`src/rtl/lsu_ctrl.sv`:
```
`default_nettype none
// ============================================================================
// Module   : lsu_ctrl
// Brief    : Load/store unit: byte lanes, load extension, split misaligned beats
// Revision : 1.0 - initial release
// ============================================================================
module lsu_ctrl #(
  parameter int XLEN        = 32,
  parameter int ADDR_W      = 32,
  parameter int MISALIGN_EN = 1
) (
  input  logic              clock,
  input  logic              reset,
  input  logic              req_valid,
  output logic              req_ready,
  input  logic              req_wen,
  input  logic [ADDR_W-1:0] req_addr,
  input  logic [1:0]        req_size,
  input  logic              req_sign,
  input  logic [XLEN-1:0]   req_wdata,
  output logic              resp_valid,
  output logic [XLEN-1:0]   resp_rdata,
  output logic              resp_fault,
  output logic              bus_reqValid,
  output logic [ADDR_W-1:0] bus_addr,
  output logic              bus_wen,
  output logic [XLEN-1:0]   bus_wdata,
  output logic [XLEN/8-1:0] bus_wmask,
  output logic [1:0]        bus_size,
  input  logic              bus_respValid,
  input  logic [XLEN-1:0]   bus_rdata
);
  localparam int BYTES = XLEN / 8;
  localparam int OFFW  = $clog2(BYTES);

  typedef enum logic [1:0] {IDLE = 2'd0, BEAT0 = 2'd1, BEAT1 = 2'd2, DONE = 2'd3} state_e;

  function automatic logic [XLEN-1:0] size_mask(input logic [1:0] size);
    logic [XLEN-1:0] m;
    case (size)
      2'd0:    m = XLEN'(8'hFF);
      2'd1:    m = XLEN'(16'hFFFF);
      2'd2:    m = XLEN'(32'hFFFF_FFFF);
      default: m = '1;
    endcase
    return m;
  endfunction

  // The sign bit is the top set bit of the size mask, isolated by m ^ (m >> 1).
  function automatic logic [XLEN-1:0] extract(input logic [XLEN-1:0] hi, input logic [XLEN-1:0] lo,
                                              input logic [OFFW-1:0] off, input logic [1:0] size,
                                              input logic sign);
    logic [XLEN-1:0] r;
    logic [XLEN-1:0] m;
    logic            top;
    r   = XLEN'({hi, lo} >> {off, 3'b000});
    m   = size_mask(size);
    top = |(r & (m ^ (m >> 1)));
    return (r & m) | ({XLEN{top & sign}} & ~m);
  endfunction

  state_e            state_q, state_d;
  logic              reqv_q, reqv_d;
  logic [ADDR_W-1:0] addr_q, addr_d;
  logic              wen_q, wen_d;
  logic [XLEN-1:0]   wdata_q, wdata_d, wdata_hi_q, wdata_hi_d;
  logic [BYTES-1:0]  mask_q, mask_d, mask_hi_q, mask_hi_d;
  logic [OFFW-1:0]   off_q, off_d;
  logic [1:0]        size_q, size_d;
  logic              sign_q, sign_d, cross_q, cross_d, fault_q, fault_d;
  logic [XLEN-1:0]   lo_q, lo_d, rdata_q, rdata_d;

  logic [OFFW-1:0]    req_off;
  logic [3:0]         req_nb;
  logic [4:0]         req_span;
  logic               req_cross, req_misal, req_illegal;
  logic [2*BYTES-1:0] req_mask2;
  logic [2*XLEN-1:0]  req_wdata2;
  logic [ADDR_W-1:0]  req_base;

  // Request decode: a double-width mask/data image whose upper half is beat 1.
  always_comb begin
    req_off     = req_addr[OFFW-1:0];
    req_nb      = 4'd1 << req_size;
    req_span    = 5'(req_off) + 5'(req_nb);
    req_cross   = req_span > 5'(BYTES);
    req_misal   = (4'(req_off) & (req_nb - 4'd1)) != 4'd0;
    req_illegal = (req_size == 2'd3) && (XLEN < 64);
    req_mask2   = (((2*BYTES)'(1) << req_nb) - (2*BYTES)'(1)) << req_off;
    req_wdata2  = {{XLEN{1'b0}}, req_wdata & size_mask(req_size)} << {req_off, 3'b000};
    req_base    = {req_addr[ADDR_W-1:OFFW], {OFFW{1'b0}}};
  end

  always_comb begin
    state_d    = state_q;
    reqv_d     = reqv_q;
    addr_d     = addr_q;
    wen_d      = wen_q;
    wdata_d    = wdata_q;
    wdata_hi_d = wdata_hi_q;
    mask_d     = mask_q;
    mask_hi_d  = mask_hi_q;
    off_d      = off_q;
    size_d     = size_q;
    sign_d     = sign_q;
    cross_d    = cross_q;
    fault_d    = fault_q;
    lo_d       = lo_q;
    rdata_d    = rdata_q;
    case (state_q)
      IDLE: begin
        if (req_valid) begin
          addr_d     = req_base;
          wen_d      = req_wen;
          wdata_d    = req_wdata2[XLEN-1:0];
          wdata_hi_d = req_wdata2[2*XLEN-1:XLEN];
          mask_d     = req_mask2[BYTES-1:0];
          mask_hi_d  = req_mask2[2*BYTES-1:BYTES];
          off_d      = req_off;
          size_d     = req_size;
          sign_d     = req_sign;
          cross_d    = req_cross;
          if (req_illegal || ((MISALIGN_EN == 0) && req_misal)) begin
            fault_d = 1'b1;
            rdata_d = '0;
            state_d = DONE;
          end else begin
            fault_d = 1'b0;
            reqv_d  = 1'b1;
            state_d = BEAT0;
          end
        end
      end
      BEAT0: begin
        if (reqv_q && bus_respValid) begin
          reqv_d = 1'b0;
          lo_d   = bus_rdata;
          if (cross_q) begin
            addr_d  = addr_q + ADDR_W'(BYTES);
            wdata_d = wdata_hi_q;
            mask_d  = mask_hi_q;
            state_d = BEAT1;
          end else begin
            rdata_d = wen_q ? '0 : extract('0, bus_rdata, off_q, size_q, sign_q);
            state_d = DONE;
          end
        end
      end
      BEAT1: begin
        // First BEAT1 cycle is the mandatory idle gap between beats.
        if (!reqv_q) begin
          reqv_d = 1'b1;
        end else if (bus_respValid) begin
          reqv_d  = 1'b0;
          rdata_d = wen_q ? '0 : extract(bus_rdata, lo_q, off_q, size_q, sign_q);
          state_d = DONE;
        end
      end
      default: state_d = IDLE;
    endcase
  end

  always_ff @(posedge clock or negedge reset) begin
    if (!reset) begin
      state_q    <= IDLE;
      reqv_q     <= 1'b0;
      addr_q     <= '0;
      wen_q      <= 1'b0;
      wdata_q    <= '0;
      wdata_hi_q <= '0;
      mask_q     <= '0;
      mask_hi_q  <= '0;
      off_q      <= '0;
      size_q     <= '0;
      sign_q     <= 1'b0;
      cross_q    <= 1'b0;
      fault_q    <= 1'b0;
      lo_q       <= '0;
      rdata_q    <= '0;
    end else begin
      state_q    <= state_d;
      reqv_q     <= reqv_d;
      addr_q     <= addr_d;
      wen_q      <= wen_d;
      wdata_q    <= wdata_d;
      wdata_hi_q <= wdata_hi_d;
      mask_q     <= mask_d;
      mask_hi_q  <= mask_hi_d;
      off_q      <= off_d;
      size_q     <= size_d;
      sign_q     <= sign_d;
      cross_q    <= cross_d;
      fault_q    <= fault_d;
      lo_q       <= lo_d;
      rdata_q    <= rdata_d;
    end
  end

  assign req_ready    = (state_q == IDLE);
  assign resp_valid   = (state_q == DONE);
  assign resp_fault   = (state_q == DONE) && fault_q;
  assign resp_rdata   = rdata_q;
  assign bus_reqValid = reqv_q;
  assign bus_addr     = addr_q;
  assign bus_wen      = wen_q;
  assign bus_wdata    = wdata_q;
  assign bus_wmask    = mask_q;
  assign bus_size     = 2'(OFFW);

endmodule
`default_nettype wire

```
`config.mk`:
```
export PLATFORM = sky130hd
export DESIGN_NAME = lsu_ctrl
export DESIGN_NICKNAME = d
export VERILOG_FILES = /design/src/rtl/lsu_ctrl.sv
export SDC_FILE = /design/constraint.sdc
export NUM_CORES = 1
export LEC_CHECK = 0
export CAP_MARGIN = 10
export CORE_MARGIN = 2
export CORE_UTILIZATION = 50
export CTS_CLUSTER_SIZE = 8
export DETAILED_ROUTE_END_ITERATION = 6
export GPL_TIMING_DRIVEN = 0
export PLACE_DENSITY_LB_ADDON = 0.25
export SYNTH_ARGS = -nofsm -noshare
export SYNTH_HDL_FRONTEND = slang
export SYNTH_SLANG_ARGS = --single-unit
```
`constraint.sdc`:
```
create_clock -name clock -period 4.3 [get_ports clock]
set_input_delay 0.645 -clock clock [delete_from_list [all_inputs] [get_ports clock]]
set_output_delay 0.645 -clock clock [all_outputs]
set_load 0.02 [all_outputs]
```
Word-level counts from Yosys, hierarchy flattened
Cells that the tools add are included.
Widths: inputs -> output; s select.
Word-level totals
  flip-flop bits (word level): 179
  output and inout bits: 107
  word-level logic and storage cells: 112
Cells by class
  $add $sub $neg: 3
  magnitude comparators: 1
  equal/unequal tests: 14
  shift-type cells: 6
  muxes and demuxes: 43
  bitwise operators: 15
  reductions and logical operators: 15
Operators with widths (number)
  $mux 32: 20
  $pmux 32 s2: 4
  $and 32x32->32: 7
  $pmux 32 s3: 1
  $not 32->32: 2
  $or 32x32->32: 2
  $reduce_or 32->1: 2
  $shl 32x5->64: 1
  $shr 64x5->32: 1
  $xor 32x31->32: 2
  $add 32x3->32 const B: 1
  $shr 32x5->32: 1
  $ne 2x2->1 const B: 7
  $mux 4: 3
  $reduce_and 4->1: 3
  $mux 2: 5
  $pmux 4 s2: 1
  $shl 1x4->8 const A: 1
  $shl 8x2->8: 1
  $sub 8x2->8 const B: 1
  $mux 1: 7
  $reduce_and 7->1: 1
  $eq 2x1->1 const B: 3
  $eq 2x2->1 const B: 3
  12 further kinds: 17

Longest topological paths before layout
Gate-level depths: netlist of run 1.
  depth in word-level cells: 15
  depth in mapped cells: 12

Worst setup path before layout of run 1
OpenSTA, ideal clock, no wires.
  path kind: input-to-reg
  start point: input port req_size[0]
  end point: register cross_q
  arrival: 2.381 ns
  data required time: 4.165 ns
  setup slack: 1.784 ns
  stages on the path: 12
  path buffers: 2
  path through: or2_2 > clkbuf_1 > clkbuf_1 > inv_1 > ha_1 > inv_1 > fa_1 > nand2b_1 > nand2_1 > a21boi_0 > a21oi_1 > o21ai_0
Between the ends
  longest elaborated chain between the ends: 3
RTL lines
  start, declared: line 18  | input logic [1:0] req_size,
  $shl 1x2->4: line 84  | req_nb = 4'd1 << req_size;
  $add 2x4->5: line 85  | req_span = 5'(req_off) + 5'(req_nb);
  $gt 5x3->1: line 86  | req_cross = req_span > 5'(BYTES);
  end signal, assigned: line 192  | cross_q <= cross_d;
  end, declared: line 70  | logic sign_q, sign_d, cross_q, cross_d, fault_q, fault_d;
Every way passes these cells.
A chain may end at the register's enable or synchronous reset.

Worst setup path in the final report of run 1
Ends and elaborated chain as after synthesis.

==> qor.yml, run 1 <==
routing:
  drt_pass1_iterations: 7
  wl_um: 33530
  route.detailed.drc: 5
  drt_iter0_drc: 1128
  ant_nets: 0
  wl_per_cell_um: 21.30
  vias: 9760
  viasPerCell: 6.201
yosys:
  synth.area.top_cells: "dfrtp_1 43%, mux2i_1 8.2%, mux2_2 6.3%, nand2_1 5.5%, o21ai_0 5.5%"
  synth-seq-cells: 169
  synth.distinct_cells: 64
  synth-edff-count: 0
  synth_commonest_cells: "169 x dfrtp_1, 145 x nand2_1, 107 x o21ai_0"
  syn_inst: 1069
  yosysWarnings: 0
  synth_top_area_share_pct: 43.12
  synthArstFlopShare_pct: 100.0
  syn_area_sq_um: 9807
  yosys.cell_count.top_type: "dfrtp_1"
  synth-main-ff-cell: "dfrtp_1"
  synth.yosys.seq_area_share_pct: 43.12
  synth_top_area_cell: "dfrtp_1"
  avgSynthCellArea_sq_um: 9.174
run_status:
  failed_checks: "DRC"
  status: "finished, violations left"
critical_path:
  startpoint_type: "input port"
  path_class: "in -> reg"
  cp_max_fo: 10
  reg2reg_from: "state_q[1]"
  worstRegToRegCells: 7
  critPathCaptureType: "flip-flop"
  r2r_slack_ps: 1420
  reg2reg_to: "bus_addr[8]"
  critical_path_arrival_ps: 3640
  cp_data_required_time_ps: 4660
floorplan:
  coreArea_sq_um: 19330
  dieArea_sq_um: 20750
  die_w_um: 144.1
  ios: 211
  row_count: 51
  dieHeight_um: 144.1
  initial_core_util_pct: 50.72
clock_tree:
  postCtsSetupBuffers: 0
  clk_latency_ps: 440
  cts_sinks: 169
  cts-root-buf: "clkbuf_16"
  cts_tree: "built"
  cts_hold_buffers: 0
  post_cts_resized: 0
  h-tree-depth: 4
  cts_buffers: 17
  cts_buffer_depth: 2
  clk_pin_slew_ps: 60
final_layout:
  antenna_cells: 0
  syn2layout_area_growth_pct: 30.31
  fin_cells: 1574
  finalNetCount: 1408
  drive_gt1_share_pct: 9.396
  final_cell_area_sq_um: 12780
  fin_util_pct: 66.10
sta:
  max_freq_mhz: 304.1
  post-route-min-period_ps: 3288
  setup_viol: 0
  period_share_pct: 76.47
  tightest_slew_ps: 1319
  worst_hold_slack_ps: 188.8
  hold_viol_final: 0
  relSlewSlack_pct: 11.79
  finalClockSkew_ps: 15.59
  slew_viol_final: 0
  layout_setup_ws_ps: 1012
  grt_setup_unrepaired: "no"
global_route:
  grt_max_degree: 96
  grt_pass1_vias: 9071
  track_usage_pct: 32.44
  overflow: 0
  grt_pass1_wl_um: 51430
  antenna_found_initial: 0
power_and_ir_drop:
  seqPwrFrac_pct: 29.2
  peakVddDrop_v: 0.0004589
  p_int_mw: 5.396
  pwr-share-clk_pct: 14.6
  p_sw_mw: 4.636
  power.density_nw_per_um2: 785.0
  p_leak_nw: 5.187
  swShare_pct: 46.21
  comb_power_share_pct: 56.2
placed_design:
  dp.cells: 1542
  dpl.hpwl_um: 24560
  port_buffers: 205
  gp_congestion: 0.9963
  pre_cts_ws_ps: 644.2
  placed_area_sq_um: 12230
min_path:
  hp-class: "in -> async"
flow_run:
  maxCapViolCount: 0
[cell usage in the layout (no fill, tap or decap), types with 4 or more instances in the layout]
| cell type | instances |
|---|---|
| nand2_1 | 145 |
| o211ai_1 | 6 |
| inv_6 | 4 |
| buf_1 | 6 |
| a21boi_0 | 9 |
| conb_1 | 4 |
| o21ai_1 | 16 |
| and3_1 | 7 |
| o22ai_1 | 50 |
| nand2b_1 | 4 |
| and2_1 | 5 |
| nand3_1 | 20 |
| a221oi_1 | 19 |
| or2_2 | 4 |
| nand4_1 | 5 |
| o221ai_1 | 7 |
| mux2i_1 | 80 |
| o21ai_0 | 107 |
| clkbuf_1 | 62 |
| clkdlybuf4s50_1 | 204 |
| buf_2 | 15 |
| nor2_1 | 61 |
| buf_4 | 7 |
| o21a_1 | 9 |
| o311ai_0 | 6 |
| a21oi_1 | 68 |
| a22o_1 | 12 |
| nor2b_1 | 5 |
| ha_1 | 7 |
| a32o_1 | 5 |
| inv_1 | 14 |
| a32oi_1 | 9 |
| a22oi_1 | 4 |
| mux2_2 | 55 |
| clkbuf_16 | 17 |
| and4_1 | 6 |
| dfrtp_1 | 169 |
| nor3_1 | 15 |
| nor4_1 | 5 |
[final cells by class]
cell class                 count  area (sq um)
sequential                   169          4229
clock inverter                11         88.84
tap                          265         331.6
buffer                        91         390.4
fill                        1641          6555
timing repair buffer         206          2085
clock buffer                  21         460.4
multi-input combinational    795          5135
inverter                      16         60.06
[flip-flops by register name, summed over array words and instances, names as in the netlist]
name,cells
mask_hi_q,4
resp_rdata,32
wdata_hi_q,24
bus_addr,30
lo_q,32
size_q,2
off_q,2
bus_reqValid,1
state_q,2
sign_q,1
bus_wdata,32
cross_q,1
bus_wmask,4
bus_wen,1
fault_q,1
[metal layers]
| metal | vias to the layer above | global-route usage (%) | routed length [um] |
|---|---|---|---|
| met4 | 0 | 9.340 | 804 |
| met2 | 569 | 47.94 | 14720 |
| met5 | - | 0 | 0 |
| met3 | 67 | 7.583 | 3586 |
| li1 | 4406 | - | - |
| met1 | 4718 | 47.71 | 14420 |
[cell families after synthesis]
family	Yosys count	share of synthesized area [%]
muxes	136	14.71
adders and majority gates	8	1.097
DFF	169	43.12
xor gates and xnor gates	1	0.08932
AOI/OAI and AO/OA	353	22.97
other	2	0.07658
buffers and inverters	107	4.593
and+or+nand+nor	293	13.35
[through the flow]
step                setup TNS [ps]  power, mW
floorplan                        0      6.270
global placement           -750860      8.346
detailed placement               0      8.459
CTS                              0      9.938
global route                     0      10.62
finish                           0      10.03
[how the worst max path moves through the flow]
stage / start / end / depth (start not counted)
final: req_size[0] / cross_q / 13
after global routing: req_size[0] / cross_q / 13
after CTS: req_size[0] / cross_q / 13
after detailed placement: req_size[0] / cross_q / 13
after global placement: reset / bus_wdata[27] / 1
after floorplan: req_size[0] / cross_q / 12
[power by group through the flow]
stage | registers [mW] | clock network, mW | logic, mW
5_1_grt | 3.02 | 1.54 | 6.06
6_report | 2.93 | 1.46 | 5.64
4_1_cts | 2.91 | 1.47 | 5.56
3_5_place_dp | 2.93 | 0 | 5.53
2_1_floorplan | 3.31 | 0 | 2.96
3_3_place_gp | 2.91 | 0 | 5.44
[critical path, cell delays in order]
cell and delay, ps:
clkdlybuf4s50_1 630, or2_2 170, clkbuf_1 380, clkbuf_1 440, inv_1 100, ha_1 220
inv_1 70, fa_1 420, nand2b_1 120, nand2_1 50, a21boi_0 190, a21oi_1 70
o21ai_0 140
Power figures use the tool's default switching activity.
==> inputs of run 2 (changes only) <==
CORE_UTILIZATION = 47   (was 50)
clock period = 2.77 ns   (was 4.3 ns; I/O delays follow)
==> run 2 against run 1 <==
Against the previous run: the run ends with hold timing left; total power up 59%; sequential cell count unchanged; sequential share of layout area decreased by 0.33 points; final cell count increased by 0.44%; worst setup slack lost 900 ps; combinational power increased by 56%; non-clock buffer count increased by 1; global-route usage decreased by 1.3 points; via count shrank 0.55%; first-iteration DRC count fell by 16%; design area up 1.0%; die area up 6.2%.
==> qor.yml, run 2 (synthesis results as in run 1) <==
final_layout:
  final_cell_mix: "202 x clkdlybuf4s50_1, 169 x dfrtp_1, 145 x nand2_1"
  final_cell_area_sq_um: 12910
  nFillCells: 1767
  drive_gt1_share_pct: 10.76
  fin_util_pct: 63.39
  syn2layout_area_growth_pct: 31.64
  final_common_cell: "clkdlybuf4s50_1"
  finalNetCount: 1409
sta:
  slew_viol_final: 0
  worst_hold_slack_ps: -32.32
  tightest_slew_ps: 1200
  max_freq_mhz: 376.2
  period_share_pct: 95.97
  setup_tns_ps: 0
  grt_setup_unrepaired: "yes"
  relSlewSlack_pct: 19.76
  finalClockSkew_ps: 7.743
  layout_setup_ws_ps: 111.6
  setup_viol: 0
  hold_viol_final: 22
  post-route-min-period_ps: 2658
min_path:
  hp-class: "in -> async"
critical_path:
  path_class: "reg -> reg"
  cp.buffers_inverters: 3
  slowest_delay_ps: 390
  critical_path_arrival_ps: 3000
  slowest_stage: "clkbuf_1"
  cp_top_family: "buffers and inverters"
  cp_data_required_time_ps: 3110
  path_cells: "clkbuf_1 -> clkbuf_1 -> nand3b_1 -> clkbuf_1 -> o22ai_1 -> o21ai_0 -> o311ai_1"
  critPathCaptureType: "flip-flop"
  cp_max_fo: 10
  cp_common_cell: "clkbuf_1"
  startpoint_type: "flip-flop"
floorplan:
  coreArea_sq_um: 20360
  ios: 211
  dieArea_sq_um: 22040
  dieHeight_um: 148.5
  die_w_um: 148.5
  initial_core_util_pct: 48.16
  row_count: 52
flow_run:
  maxCapViolCount: 0
routing:
  ant_nets: 0
  route.detailed.drc: 0
  vias: 9706
  wl_per_cell_um: 21.56
  viasPerCell: 6.139
  wl_um: 34090
  drt_pass1_iterations: 6
  drt_iter0_drc: 947
power_and_ir_drop:
  p_leak_nw: 5.297
  peakVddDrop_v: 0.0006153
  power.density_nw_per_um2: 1235
clock_tree:
  cts-root-buf: "clkbuf_16"
  clk_latency_ps: 440
  clk_pin_slew_ps: 70
  post_cts_resized: 3
  postCtsSetupBuffers: 0
  cts_buffers: 17
  h-tree-depth: 4
  cts_sinks: 169
  cts_tree: "built"
  cts_buffer_depth: 2
  cts_hold_buffers: 0
global_route:
  grt_pass1_wl_um: 53130
  grt_busiest_layer: "met2"
  antenna_found_initial: 2
  grt_util_met3_pct: 8.282
  grt_pass1_vias: 9338
  grt_max_degree: 93
  track_usage_pct: 31.18
  use_met2_pct: 45.60
  overflow: 0
  grt_util_met1_pct: 45.07
placed_design:
  placed_area_sq_um: 12240
  dpl.hpwl_um: 24860
  pre_cts_ws_ps: -605.1
  port_buffers: 205
  gp_congestion: 0.9620
run_status:
  failed_checks: "hold timing"
  status: "finished, violations left"
==> run 2: cell count changes in the layout (fill, tap and decap cells not counted), sizes merged <==
cell,before,now
bufinv,0,3
clkinvlp,3,2
inv,18,21
clkbuf,84,83
clkdlybuf4s50,204,202
dlymetal6s2s,0,2
clkinv,6,3
diode,0,1
==> run 2: cell type report <==
type / count / area [sq um] / share of cell area [%]
clock inverter: 13 / 180.2 / 1.396
inverter: 16 / 60.06 / 0.4652
timing repair buffer: 207 / 2097 / 16.24
multi-input combinational: 795 / 5144 / 39.84
buffer: 91 / 406.6 / 3.150
sequential: 169 / 4229 / 32.76
antenna: 1 / 2.502 / 0.01938
clock buffer: 19 / 452.9 / 3.508
tap: 270 / 337.8 / 2.617
==> run 2: path summary, 6_finish.rpt <==
check / startpoint / to / slack (ps) / cells after the start
max reg2reg: size_q[1] / resp_rdata[29] / 110 / 7
min: reset / resp_rdata[2] / -30 / 1
min in group clock: req_valid / mask_hi_q[3] / 360 / 3
max: size_q[1] / resp_rdata[29] / 110 / 7
min reg2reg: bus_wdata[25] / bus_wdata[25] / 480 / 2
max in group asynchronous: reset / fault_q / 1980 / 2
==> run 2: routing by layer <==
metal  share of wire [%]  up-vias
li1                    -     4407
met1                  44     4680
met2                  43      534
met3                  10       85
met4                 2.9        0
met5                   0        -
==> run 2: per-stage QoR <==
stage	power [mW]	cells
3_3_place_gp	12.99	1546
4_1_cts	15.79	1579
6_report	15.95	1581
3_5_place_dp	13.14	1547
2_1_floorplan	9.734	1071
5_1_grt	16.91	1581
==> run 2: power breakdown <==
| part | switching [mW] | internal, mW |
|---|---|---|
| logic | 5.20 | 3.59 |
| registers | 0.945 | 3.60 |
| clock network | 1.11 | 1.50 |
